===== src/rtl/cache_tag_ctrl.sv =====
// Tag/valid/dirty store and miss-handling FSM for a set-associative cache, upstream of cache_lru.
// Define CACHE_TAG_STATS_EN to add saturating hit/miss counters (stat_hits, stat_misses).
module cache_tag_ctrl #(
    parameter int ADDR_W       = 32,
    parameter int LINE_BYTES   = 16,
    parameter int NUM_SET      = 2,
    parameter int WAYS_PER_SET = 2
) (
    input  logic                            clock,
    input  logic                            reset,
    input  logic                            req_valid,
    output logic                            req_ready,
    input  logic [ADDR_W-1:0]               req_addr,
    input  logic                            req_wr,
    output logic                            rsp_valid,
    output logic                            rsp_hit,
    output logic [$clog2(NUM_SET)-1:0]      rsp_set,
    output logic [$clog2(WAYS_PER_SET)-1:0] rsp_way,
    output logic                            lru_victim_req,
    output logic [$clog2(NUM_SET)-1:0]      lru_victim_set,
    input  logic [$clog2(WAYS_PER_SET)-1:0] lru_victim_way,
    output logic                            lru_update_req,
    output logic [$clog2(NUM_SET)-1:0]      lru_update_set,
    output logic [$clog2(WAYS_PER_SET)-1:0] lru_update_way,
    output logic                            mem_req_valid,
    input  logic                            mem_req_ready,
    output logic                            mem_req_wb,
    output logic [ADDR_W-1:0]               mem_req_addr,
    input  logic                            mem_rsp_valid
`ifdef CACHE_TAG_STATS_EN
    ,
    output logic [15:0]                     stat_hits,
    output logic [15:0]                     stat_misses
`endif
);
    localparam int OFF_W = $clog2(LINE_BYTES);
    localparam int SET_W = $clog2(NUM_SET);
    localparam int WAY_W = $clog2(WAYS_PER_SET);
    localparam int TAG_W = ADDR_W - OFF_W - SET_W;

    typedef enum logic [2:0] {
        S_IDLE, S_LOOKUP, S_VICTIM, S_WB_REQ, S_WB_WAIT, S_FILL_REQ, S_FILL_WAIT
    } state_t;

    state_t                                     state_q, state_d;
    logic [TAG_W+SET_W-1:0]                     line_q, line_d;
    logic                                       wr_q, wr_d;
    logic [WAY_W-1:0]                           way_q, way_d;
    logic                                       req_ready_q, req_ready_d;
    logic                                       rsp_valid_q, rsp_valid_d;
    logic                                       rsp_hit_q, rsp_hit_d;
    logic [SET_W-1:0]                           rsp_set_q, rsp_set_d;
    logic [WAY_W-1:0]                           rsp_way_q, rsp_way_d;
    logic                                       victim_req_q, victim_req_d;
    logic [SET_W-1:0]                           victim_set_q, victim_set_d;
    logic                                       update_req_q, update_req_d;
    logic                                       mem_valid_q, mem_valid_d;
    logic                                       mem_wb_q, mem_wb_d;
    logic [ADDR_W-1:0]                          mem_addr_q, mem_addr_d;
    logic [NUM_SET-1:0][WAYS_PER_SET-1:0]       valid_q, valid_d;
    logic [NUM_SET-1:0][WAYS_PER_SET-1:0]       dirty_q, dirty_d;
    logic [TAG_W-1:0]                           tag_ram [NUM_SET][WAYS_PER_SET];
    logic                                       tag_we;

    logic [TAG_W-1:0] req_tag;
    logic [SET_W-1:0] req_set;
    logic             hit_any, inv_any;
    logic [WAY_W-1:0] hit_way, inv_way;
    logic             unused_offset;

    assign req_tag       = line_q[TAG_W+SET_W-1 -: TAG_W];
    assign req_set       = line_q[SET_W-1:0];
    assign unused_offset = ^req_addr[OFF_W-1:0];

    // Descending scan so the lowest matching (or lowest invalid) way is the one kept.
    always_comb begin
        hit_any = 1'b0;
        hit_way = '0;
        inv_any = 1'b0;
        inv_way = '0;
        for (int w = WAYS_PER_SET - 1; w >= 0; w--) begin
            if (valid_q[req_set][w] && tag_ram[req_set][w] == req_tag) begin
                hit_any = 1'b1;
                hit_way = WAY_W'(w);
            end
            if (!valid_q[req_set][w]) begin
                inv_any = 1'b1;
                inv_way = WAY_W'(w);
            end
        end
    end

    always_comb begin
        // NOTE: every signal gets a default here first so no path can infer a latch.
        state_d      = state_q;
        line_d       = line_q;
        wr_d         = wr_q;
        way_d        = way_q;
        req_ready_d  = req_ready_q;
        rsp_valid_d  = 1'b0;
        rsp_hit_d    = rsp_hit_q;
        rsp_set_d    = rsp_set_q;
        rsp_way_d    = rsp_way_q;
        victim_req_d = 1'b0;
        victim_set_d = victim_set_q;
        update_req_d = 1'b0;
        mem_valid_d  = mem_valid_q;
        mem_wb_d     = mem_wb_q;
        mem_addr_d   = mem_addr_q;
        valid_d      = valid_q;
        dirty_d      = dirty_q;
        tag_we       = 1'b0;
        case (state_q)
            S_IDLE: if (req_valid && req_ready_q) begin
                line_d      = req_addr[ADDR_W-1:OFF_W];
                wr_d        = req_wr;
                req_ready_d = 1'b0;
                state_d     = S_LOOKUP;
            end
            S_LOOKUP: begin
                if (hit_any) begin
                    rsp_valid_d  = 1'b1;
                    rsp_hit_d    = 1'b1;
                    rsp_set_d    = req_set;
                    rsp_way_d    = hit_way;
                    update_req_d = 1'b1;
                    if (wr_q) dirty_d[req_set][hit_way] = 1'b1;
                    req_ready_d  = 1'b1;
                    state_d      = S_IDLE;
                end else if (inv_any) begin
                    way_d       = inv_way;
                    mem_valid_d = 1'b1;
                    mem_wb_d    = 1'b0;
                    mem_addr_d  = {req_tag, req_set, {OFF_W{1'b0}}};
                    state_d     = S_FILL_REQ;
                end else begin
                    victim_req_d = 1'b1;
                    victim_set_d = req_set;
                    state_d      = S_VICTIM;
                end
            end
            // cache_lru answers combinationally while victim_req is high.
            S_VICTIM: begin
                way_d       = lru_victim_way;
                mem_valid_d = 1'b1;
                if (dirty_q[req_set][lru_victim_way]) begin
                    mem_wb_d   = 1'b1;
                    mem_addr_d = {tag_ram[req_set][lru_victim_way], req_set, {OFF_W{1'b0}}};
                    state_d    = S_WB_REQ;
                end else begin
                    mem_wb_d   = 1'b0;
                    mem_addr_d = {req_tag, req_set, {OFF_W{1'b0}}};
                    state_d    = S_FILL_REQ;
                end
            end
            S_WB_REQ: if (mem_req_ready) begin
                mem_valid_d = 1'b0;
                state_d     = S_WB_WAIT;
            end
            S_WB_WAIT: if (mem_rsp_valid) begin
                dirty_d[req_set][way_q] = 1'b0;
                mem_valid_d = 1'b1;
                mem_wb_d    = 1'b0;
                mem_addr_d  = {req_tag, req_set, {OFF_W{1'b0}}};
                state_d     = S_FILL_REQ;
            end
            S_FILL_REQ: if (mem_req_ready) begin
                mem_valid_d = 1'b0;
                state_d     = S_FILL_WAIT;
            end
            S_FILL_WAIT: if (mem_rsp_valid) begin
                tag_we                  = 1'b1;
                valid_d[req_set][way_q] = 1'b1;
                dirty_d[req_set][way_q] = wr_q;
                rsp_valid_d             = 1'b1;
                rsp_hit_d               = 1'b0;
                rsp_set_d               = req_set;
                rsp_way_d               = way_q;
                update_req_d            = 1'b1;
                req_ready_d             = 1'b1;
                state_d                 = S_IDLE;
            end
            default: state_d = S_IDLE;
        endcase
    end

    // NOTE: state uses non-blocking assignments so every flop samples pre-edge values.
    always_ff @(posedge clock or posedge reset) begin
        if (reset) begin
            state_q      <= S_IDLE;
            line_q       <= '0;
            wr_q         <= 1'b0;
            way_q        <= '0;
            req_ready_q  <= 1'b1;
            rsp_valid_q  <= 1'b0;
            rsp_hit_q    <= 1'b0;
            rsp_set_q    <= '0;
            rsp_way_q    <= '0;
            victim_req_q <= 1'b0;
            victim_set_q <= '0;
            update_req_q <= 1'b0;
            mem_valid_q  <= 1'b0;
            mem_wb_q     <= 1'b0;
            mem_addr_q   <= '0;
            valid_q      <= '0;
            dirty_q      <= '0;
        end else begin
            state_q      <= state_d;
            line_q       <= line_d;
            wr_q         <= wr_d;
            way_q        <= way_d;
            req_ready_q  <= req_ready_d;
            rsp_valid_q  <= rsp_valid_d;
            rsp_hit_q    <= rsp_hit_d;
            rsp_set_q    <= rsp_set_d;
            rsp_way_q    <= rsp_way_d;
            victim_req_q <= victim_req_d;
            victim_set_q <= victim_set_d;
            update_req_q <= update_req_d;
            mem_valid_q  <= mem_valid_d;
            mem_wb_q     <= mem_wb_d;
            mem_addr_q   <= mem_addr_d;
            valid_q      <= valid_d;
            dirty_q      <= dirty_d;
        end
    end

    // NOTE: tags need no reset; a tag is never read while its valid bit is clear.
    always_ff @(posedge clock) begin
        if (tag_we) tag_ram[req_set][way_q] <= req_tag;
    end

`ifdef CACHE_TAG_STATS_EN
    logic [15:0] stat_hits_q, stat_hits_d, stat_misses_q, stat_misses_d;

    always_comb begin
        stat_hits_d   = stat_hits_q;
        stat_misses_d = stat_misses_q;
        if (rsp_valid_d) begin
            if (rsp_hit_d) begin
                if (stat_hits_q != 16'hFFFF) stat_hits_d = stat_hits_q + 16'd1;
            end else begin
                if (stat_misses_q != 16'hFFFF) stat_misses_d = stat_misses_q + 16'd1;
            end
        end
    end

    always_ff @(posedge clock or posedge reset) begin
        if (reset) begin
            stat_hits_q   <= '0;
            stat_misses_q <= '0;
        end else begin
            stat_hits_q   <= stat_hits_d;
            stat_misses_q <= stat_misses_d;
        end
    end

    assign stat_hits   = stat_hits_q;
    assign stat_misses = stat_misses_q;
`endif

    assign req_ready      = req_ready_q;
    assign rsp_valid      = rsp_valid_q;
    assign rsp_hit        = rsp_hit_q;
    assign rsp_set        = rsp_set_q;
    assign rsp_way        = rsp_way_q;
    assign lru_victim_req = victim_req_q;
    assign lru_victim_set = victim_set_q;
    assign lru_update_req = update_req_q;
    assign lru_update_set = rsp_set_q;
    assign lru_update_way = rsp_way_q;
    assign mem_req_valid  = mem_valid_q;
    assign mem_req_wb     = mem_wb_q;
    assign mem_req_addr   = mem_addr_q;

endmodule

===== config.mk =====
export PLATFORM = sky130hd
export DESIGN_NAME = cache_tag_ctrl
export DESIGN_NICKNAME = d
export VERILOG_FILES = /design/src/rtl/cache_tag_ctrl.sv
export SDC_FILE = /design/constraint.sdc
export NUM_CORES = 1
export LEC_CHECK = 0
export BUFFER_PORTS_ARGS = -buffer_cell sky130_fd_sc_hd__clkbuf_2
export CORE_AREA = 2 2 170 89
export CTS_CLUSTER_SIZE = 8
export DETAILED_ROUTE_END_ITERATION = 16
export DIE_AREA = 0 0 172 91
export GPL_TIMING_DRIVEN = 0
export PLACE_DENSITY = 0.91
export SLEW_MARGIN = 20
export SYNTH_ARGS = -nofsm -noshare
export SYNTH_HDL_FRONTEND = slang
export SYNTH_SLANG_ARGS = --single-unit

===== constraint.sdc =====
create_clock -name clock -period 5.9 [get_ports clock]
set_input_delay 0.885 -clock clock [delete_from_list [all_inputs] [get_ports clock]]
set_output_delay 0.885 -clock clock [all_outputs]
set_load 0.05 [all_outputs]

==> results of run 1 <==
[per-layer routing]
metal,vias up,part of all wire (%),global-route usage (%)
met5,-,0,0
li1,2462,-,-
met2,325,43,43.3
met1,2847,44,45.5
met4,0,2.0,8.96
met3,34,11,10.2
[final timing paths]
path | start | to | slack, ps | depth (start not counted)
max in group asynchronous | reset | req_ready | 4820 | 3
max reg2reg | state_q[0] | tag_ram[0][37] | 2380 | 8
max | state_q[0] | tag_ram[0][37] | 2380 | 8
min reg2reg | valid_q[1] | valid_q[1] | 480 | 1
min | reset | mem_req_addr[15] | 440 | 2
min in group clock | valid_q[1] | valid_q[1] | 480 | 1
[cell families (layout without fill, tap and decap cells)]
family | count (synthesis) | in the layout | synth area share [%]
other cells | 1 | 4 | 0.0422
xor+xnor | 57 | 57 | 5.62
compound gates | 49 | 49 | 3.99
buf+inv | 35 | 148 | 2.97
simple gates | 109 | 109 | 6.68
flops | 186 | 186 | 58.5
mux | 158 | 158 | 22.2
[through the flow]
stage	cells	util [%]	hold slack [ps]
3_3_place_gp	870	67.4	443
6_report	909	72.4	443
4_1_cts	909	72.4	450
3_5_place_dp	877	68.5	456
5_1_grt	909	72.4	469
2_1_floorplan	598	-	431
[layout by cell type (no fill, tap or decap), types with 3 or more instances in the layout]
cell type	synthesis	final
clkbuf_2	0	74
and2_1	5	5
mux2i_1	51	51
edfxtp_1	108	108
xor2_1	4	4
or2_2	4	4
mux2_4	9	9
o211a_1	3	3
nand2_1	25	25
buf_6	4	6
conb_1	1	4
xnor2_1	53	53
mux2_2	76	76
buf_16	0	3
buf_4	8	9
mux4_2	19	19
buf_12	3	4
nor4_1	21	21
o211ai_1	3	3
a21oi_1	7	7
buf_1	4	4
nand2b_1	7	7
o21ai_0	10	10
clkbuf_16	0	17
nor2_1	16	14
inv_6	0	9
nand4_1	4	4
dfrtp_1	77	77
nor2b_1	5	5
clkbuf_1	12	13
nand3_1	8	8
a21o_1	3	3
mux2i_2	3	3
[state kept, by name (all words and copies together) (netlist names)]
| name | cells |
|---|---|
| tag_ram | 108 |
| mem_req_valid | 1 |
| lru_victim_set | 1 |
| valid_q | 4 |
| dirty_q | 4 |
| lru_update_req | 1 |
| req_ready | 1 |
| lru_update_set | 1 |
| mem_req_addr | 28 |
| state_q | 3 |
| line_q | 28 |
| lru_update_way | 1 |
| mem_req_wb | 1 |
| way_q | 1 |
| lru_victim_req | 1 |
| rsp_hit | 1 |
| wr_q | 1 |
[area by class of cell]
cell class,count,area share [%]
clock inverter,13,1.16
tap,198,2.42
inverter,1,0.0612
clock buffer,19,4.33
multi-input combinational,377,33.8
buffer,34,2.54
timing repair buffer,81,4.92
sequential,186,50.8
[report_power, final]
group | switching (W) | internal (W) | total (W)
clock network | 0.000532 | 0.000571 | 0.00110
logic | 0.00152 | 0.00106 | 0.00258
registers | 0.000352 | 0.00176 | 0.00211
==> impl_metrics.env, run 1 <==
export IMPL_netlist_area_um2=8880
export IMPL_regArea_um2=5200
export IMPL_fp_dieW_um=172
export IMPL_pre_cts_ws_ps=2420
export IMPL_coreArea_um2=14100
export IMPL_worst_slack_ps=2380
export IMPL_root_buffer="clkbuf_16"
export IMPL_drtAntennaViolNets=0
export IMPL_postPlaceCellArea_um2=9670
export IMPL_vias=5668
export IMPL_rsz0062_at_grt="no"
export IMPL_syn_area_per_cell_um2=14.9
export IMPL_critPathBufInv=4
export IMPL_drt_first_iter_violations=728
export IMPL_path_class="flop to flop"
export IMPL_post_cts_buffers=0
export IMPL_drt_vias_per_instance=6.24
export IMPL_synth_commonest_cells="108 x edfxtp_1, 77 x dfrtp_1, 76 x mux2_2"
export IMPL_nets=737
export IMPL_synthCells=595
export IMPL_num_antenna_cells=0
export IMPL_cts_made_buffers=17
export IMPL_hold_viol=0
export IMPL_syn_to_final_growth_pct=15.2
export IMPL_ctsResizeCount=0
export IMPL_drc=0
export IMPL_p_leak_nw=3.99
export IMPL_io_buffers=74
export IMPL_cts_max_path_buffers=2
export IMPL_finalCritPeriodShare_pct=59.6
export IMPL_start_kind="flop"
export IMPL_tns_ps=0
export IMPL_async_flop_share_pct=41.9
export IMPL_hold_class="input port to asynchronous set/reset pin"
export IMPL_status="complete, no violations"
export IMPL_synth_cell_types=59
export IMPL_dpl_hpwl_um=15900
export IMPL_ys_warn_count=0
export IMPL_final_area_um2=10200
export IMPL_peakVddDrop_uv=363
export IMPL_synth_top_area_share_pct=36.5
export IMPL_start_util_pct=62.9
export IMPL_grt_max_degree=49
export IMPL_grt_pass1_vias=5708
export IMPL_worst_setup_path_end_kind="flop"
export IMPL_cts_tree="yes"
export IMPL_yosysTopAreaCell="edfxtp_1"
export IMPL_cpLargestDelayFamily="simple AND/OR/NAND/NOR gates"
export IMPL_finClkSkew_ps=15.5
export IMPL_synth_most_common_cell="edfxtp_1"
export IMPL_routedWlPerCell_um=24.6
export IMPL_antenna_found_initial=0
export IMPL_yosysSeqAreaShare_pct=58.5
export IMPL_cts_htree_levels=4
export IMPL_path_common_cell="buf_6"
export IMPL_cts_hold_buf=0
export IMPL_row_count=31
export IMPL_worstPathArrival_ps=3660
export IMPL_cts_sink_count=186
export IMPL_period_needed_ps=3520
export IMPL_tightest_slew_ps=1150
export IMPL_fp_dieH_um=91
export IMPL_grt_pass1_wl_um=34300
export IMPL_gr_usage_all_layers_pct=30.7
export IMPL_worstPathCellList="nor2b_1 > and2_1 > clkbuf_1 > nand2_1 > nor3_2 > buf_6 > buf_6 > buf_4"
export IMPL_cp_max_fo=9
export IMPL_cp_required_ps=6040
export IMPL_synth_edf_count=108
export IMPL_dieArea_um2=15700
export IMPL_drt_pass1_iter_count=6
export IMPL_slew_headroom_pct=23.4
export IMPL_maxCapViolCount=0
export IMPL_slowest_delay_ps=670
export IMPL_drt_total_wl_um=22400
export IMPL_synthTopCellsByArea="edfxtp_1 37%, dfrtp_1 22%, mux2_2 9.6%, mux2i_1 5.7%, xnor2_1 5.2%"
export IMPL_layout_drive_gt1_share_pct=35.6
export IMPL_setup_viol=0
export IMPL_crit_slowest_cell="nor3_2"
export IMPL_globalplace_congestion=0.954
export IMPL_multi_input_area_um2=3450
export IMPL_power_w=0.00580
export IMPL_synth_flop_cell="edfxtp_1"
export IMPL_ios=83
export IMPL_synth_seq_cells=186
export IMPL_clock_latency_ps=430
export IMPL_clk_pin_slew_ps=80
export IMPL_grt_overflow=0
export IMPL_slew_violations=0
export IMPL_fmax_mhz=284
export IMPL_power_density_nw_per_um2=567
export IMPL_fillers=943
No activity file was read; power rests on OpenSTA's default activity.
==> inputs of run 2 (changes only) <==
- ABC_AREA: default -> 1
- CORE_AREA: 2 2 170 89 -> 2 2 178 93
- DIE_AREA: 0 0 172 91 -> 0 0 180 95
- PLACE_DENSITY: 0.91 -> 0.86
- clock period: 5.9 -> 3.37 ns (I/O delays scaled with it)
==> run 2 against run 1 <==
Effect of this change: sequential share of layout area shrank 1.3 points; total power is 84% higher; sequential power increased by 69%; global-route usage is 2.0 points higher; final area up 2.7%; maximum frequency up 4.8%; critical path depth rose by 2; routed wire length grew 22%; via count grew 44%; worst hold slack got worse by 350 ps; largest cell class unchanged; highest routed layer is now met5; non-clock buffer count rose by 10; core utilization fell by 5.7 points; largest power group unchanged.
==> impl_metrics.env, run 2 <==
export IMPL_status="complete, no violations"
export IMPL_slew_headroom_pct=36.1
export IMPL_start_kind="flop"
export IMPL_dieArea_um2=17100
export IMPL_drt_total_wl_um=27400
export IMPL_yosys_area_share_simple_pct=25.7
export IMPL_root_buffer="clkbuf_16"
export IMPL_synth_cell_types=30
export IMPL_gr_usage_all_layers_pct=32.7
export IMPL_post_synth_mux_area_share_pct=0.123
export IMPL_synth_commonest_cells="401 x nand2_1, 108 x edfxtp_1, 100 x inv_1"
export IMPL_tightest_slew_ps=949
export IMPL_hold_viol=0
export IMPL_grt_max_degree=43
export IMPL_grt_pass1_wl_um=41100
export IMPL_syn_area_per_cell_um2=8.60
export IMPL_synth_seq_cells=186
export IMPL_p_leak_nw=4.97
export IMPL_vias=8150
export IMPL_ios=83
export IMPL_drt_vias_per_instance=5.89
export IMPL_syn_to_final_growth_pct=15.1
export IMPL_cpLargestDelayFamily="compound AO/OA/AOI/OAI gates"
export IMPL_cts_tree="yes"
export IMPL_placed_cells=1351
export IMPL_synthAdderAreaFrac_pct=0
export IMPL_stdcell_count=1384
export IMPL_setup_viol=0
export IMPL_maxCapViolCount=0
export IMPL_largest_register_ffs=108
export IMPL_globalplace_congestion=0.964
export IMPL_row_count=33
export IMPL_cts_made_buffers=17
export IMPL_reg2reg_depth=10
export IMPL_drt_first_iter_violations=1240
export IMPL_clk_pin_slew_ps=70
export IMPL_cts_sink_count=186
export IMPL_yosysTopAreaCell="edfxtp_1"
export IMPL_worstPathArrival_ps=3650
export IMPL_grt_util_met1_pct=46.0
export IMPL_met2_usage_pct=43.7
export IMPL_worstPathCellList="buf_6 > buf_4 > buf_4 > a21oi_1 > o21ai_0 > nand2_1 > nand2_1 > clkbuf_1 > o21ai_0 > o21ai_2"
export IMPL_synth_compound_area_share_pct=9.32
export IMPL_path_class="flop to flop"
export IMPL_finalCritPeriodShare_pct=99.5
export IMPL_crit_slowest_cell="o21ai_0"
export IMPL_worst_setup_path_end_kind="flop"
export IMPL_clock_latency_ps=440
export IMPL_synthCells=1060
export IMPL_synth_edf_count=108
export IMPL_synth_xor_area_share_pct=0.0960
export IMPL_grtUsageMet3_pct=15.0
export IMPL_dpl_hpwl_um=18800
export IMPL_fmax_mhz=298
export IMPL_peakVddDrop_uv=537
export IMPL_layout_drive_gt1_share_pct=16.4
export IMPL_rsz0062_at_grt="no"
export IMPL_cts_htree_levels=4
export IMPL_cp_max_fo=10
export IMPL_slowest_delay_ps=870
export IMPL_cts_hold_buf=0
export IMPL_netlist_area_um2=9120
export IMPL_io_buffers=73
export IMPL_finClkSkew_ps=11.6
export IMPL_antenna_found_initial=2
export IMPL_synth_flop_cell="edfxtp_1"
export IMPL_yosysSeqAreaShare_pct=57.0
export IMPL_synthTopCellsByArea="edfxtp_1 36%, dfrtp_1 21%, nand2_1 17%, o21ai_0 5.0%, inv_1 4.1%"
export IMPL_tns_ps=0
export IMPL_fp_dieH_um=95
export IMPL_drc=0
export IMPL_power_density_nw_per_um2=1010
export IMPL_ctsResizeCount=0
export IMPL_synth_top_area_share_pct=35.6
export IMPL_cp_depth=10
export IMPL_slew_violations=0
export IMPL_synth_top_family_by_area="simple AND/OR/NAND/NOR gates"
export IMPL_critPathBufInv=4
export IMPL_async_flop_share_pct=41.9
export IMPL_routedWlPerCell_um=19.8
export IMPL_hold_ws_ps=91.8
export IMPL_final_cell_mix="401 x nand2_1, 108 x edfxtp_1, 99 x inv_1"
export IMPL_busiest_layer="met1"
export IMPL_cp_required_ps=3660
export IMPL_coreArea_um2=15700
export IMPL_start_util_pct=58.0
export IMPL_regMostFlops="tag_ram"
export IMPL_final_common_cell="nand2_1"
export IMPL_synth_most_common_cell="nand2_1"
export IMPL_drtAntennaViolNets=0
export IMPL_grt_overflow=0
export IMPL_hold_class="input port to asynchronous set/reset pin"
export IMPL_nets=1199
export IMPL_ys_warn_count=0
export IMPL_drt_pass1_iter_count=9
export IMPL_post_cts_buffers=0
export IMPL_period_needed_ps=3350
export IMPL_grt_pass1_vias=7456
export IMPL_fp_dieW_um=180
export IMPL_cts_max_path_buffers=2
run 2: area by class of cell:
| cell class | instances | area (um2) |
|---|---|---|
| plain buffers | 47 | 314 |
| multi-input cells | 728 | 3260 |
| diodes | 1 | 2.50 |
| fillers | 1179 | 5230 |
| repair buffers | 78 | 480 |
| clock buffers | 22 | 490 |
| well taps | 210 | 263 |
| inverters | 102 | 390 |
| clock inverters | 10 | 101 |
| flip-flops and latches | 186 | 5200 |
run 2: logic make-up after synthesis:
family	after synthesis
and+or+nand+nor	573
DFF	186
AOI/OAI and AO/OA	149
buffers and inverters	149
xor gates and xnor gates	1
muxes	1
other	1
run 2: worst paths after layout:
check,start,end,slack (ps)
hold / removal,reset,lru_victim_req,90
hold reg to reg,mem_req_wb,mem_req_wb,480
setup / recovery,line_q[0],mem_req_addr[18],20
max in group asynchronous,reset,req_ready,2620
min in group clock,req_addr[13],line_q[9],270
setup reg to reg,line_q[0],mem_req_addr[18],20
run 2: power by group:
group / switching [W] / total, W / internal [W]
registers: 0.000502 / 0.00357 / 0.00307
logic: 0.00363 / 0.00504 / 0.00141
clock network: 0.000914 / 0.00204 / 0.00113
run 2: routing by layer:
| layer | vias to the layer above | part of all wire, % |
|---|---|---|
| met5 | - | 0.047 |
| met4 | 2 | 3.6 |
| met3 | 123 | 19 |
| met2 | 706 | 38 |
| met1 | 3676 | 39 |
| li1 | 3643 | - |
run 2: metrics by stage:
step,instance area [um2],setup WS [ps],power (W),util (%)
6_report,10500,16.8,0.0106,66.7
5_1_grt,10500,82.2,0.0112,66.7
4_1_cts,10500,380,0.0105,66.7
3_5_place_dp,9910,163,0.00841,63.0
3_3_place_gp,9760,-647,0.00820,62.0
2_1_floorplan,9130,640,0.00696,-
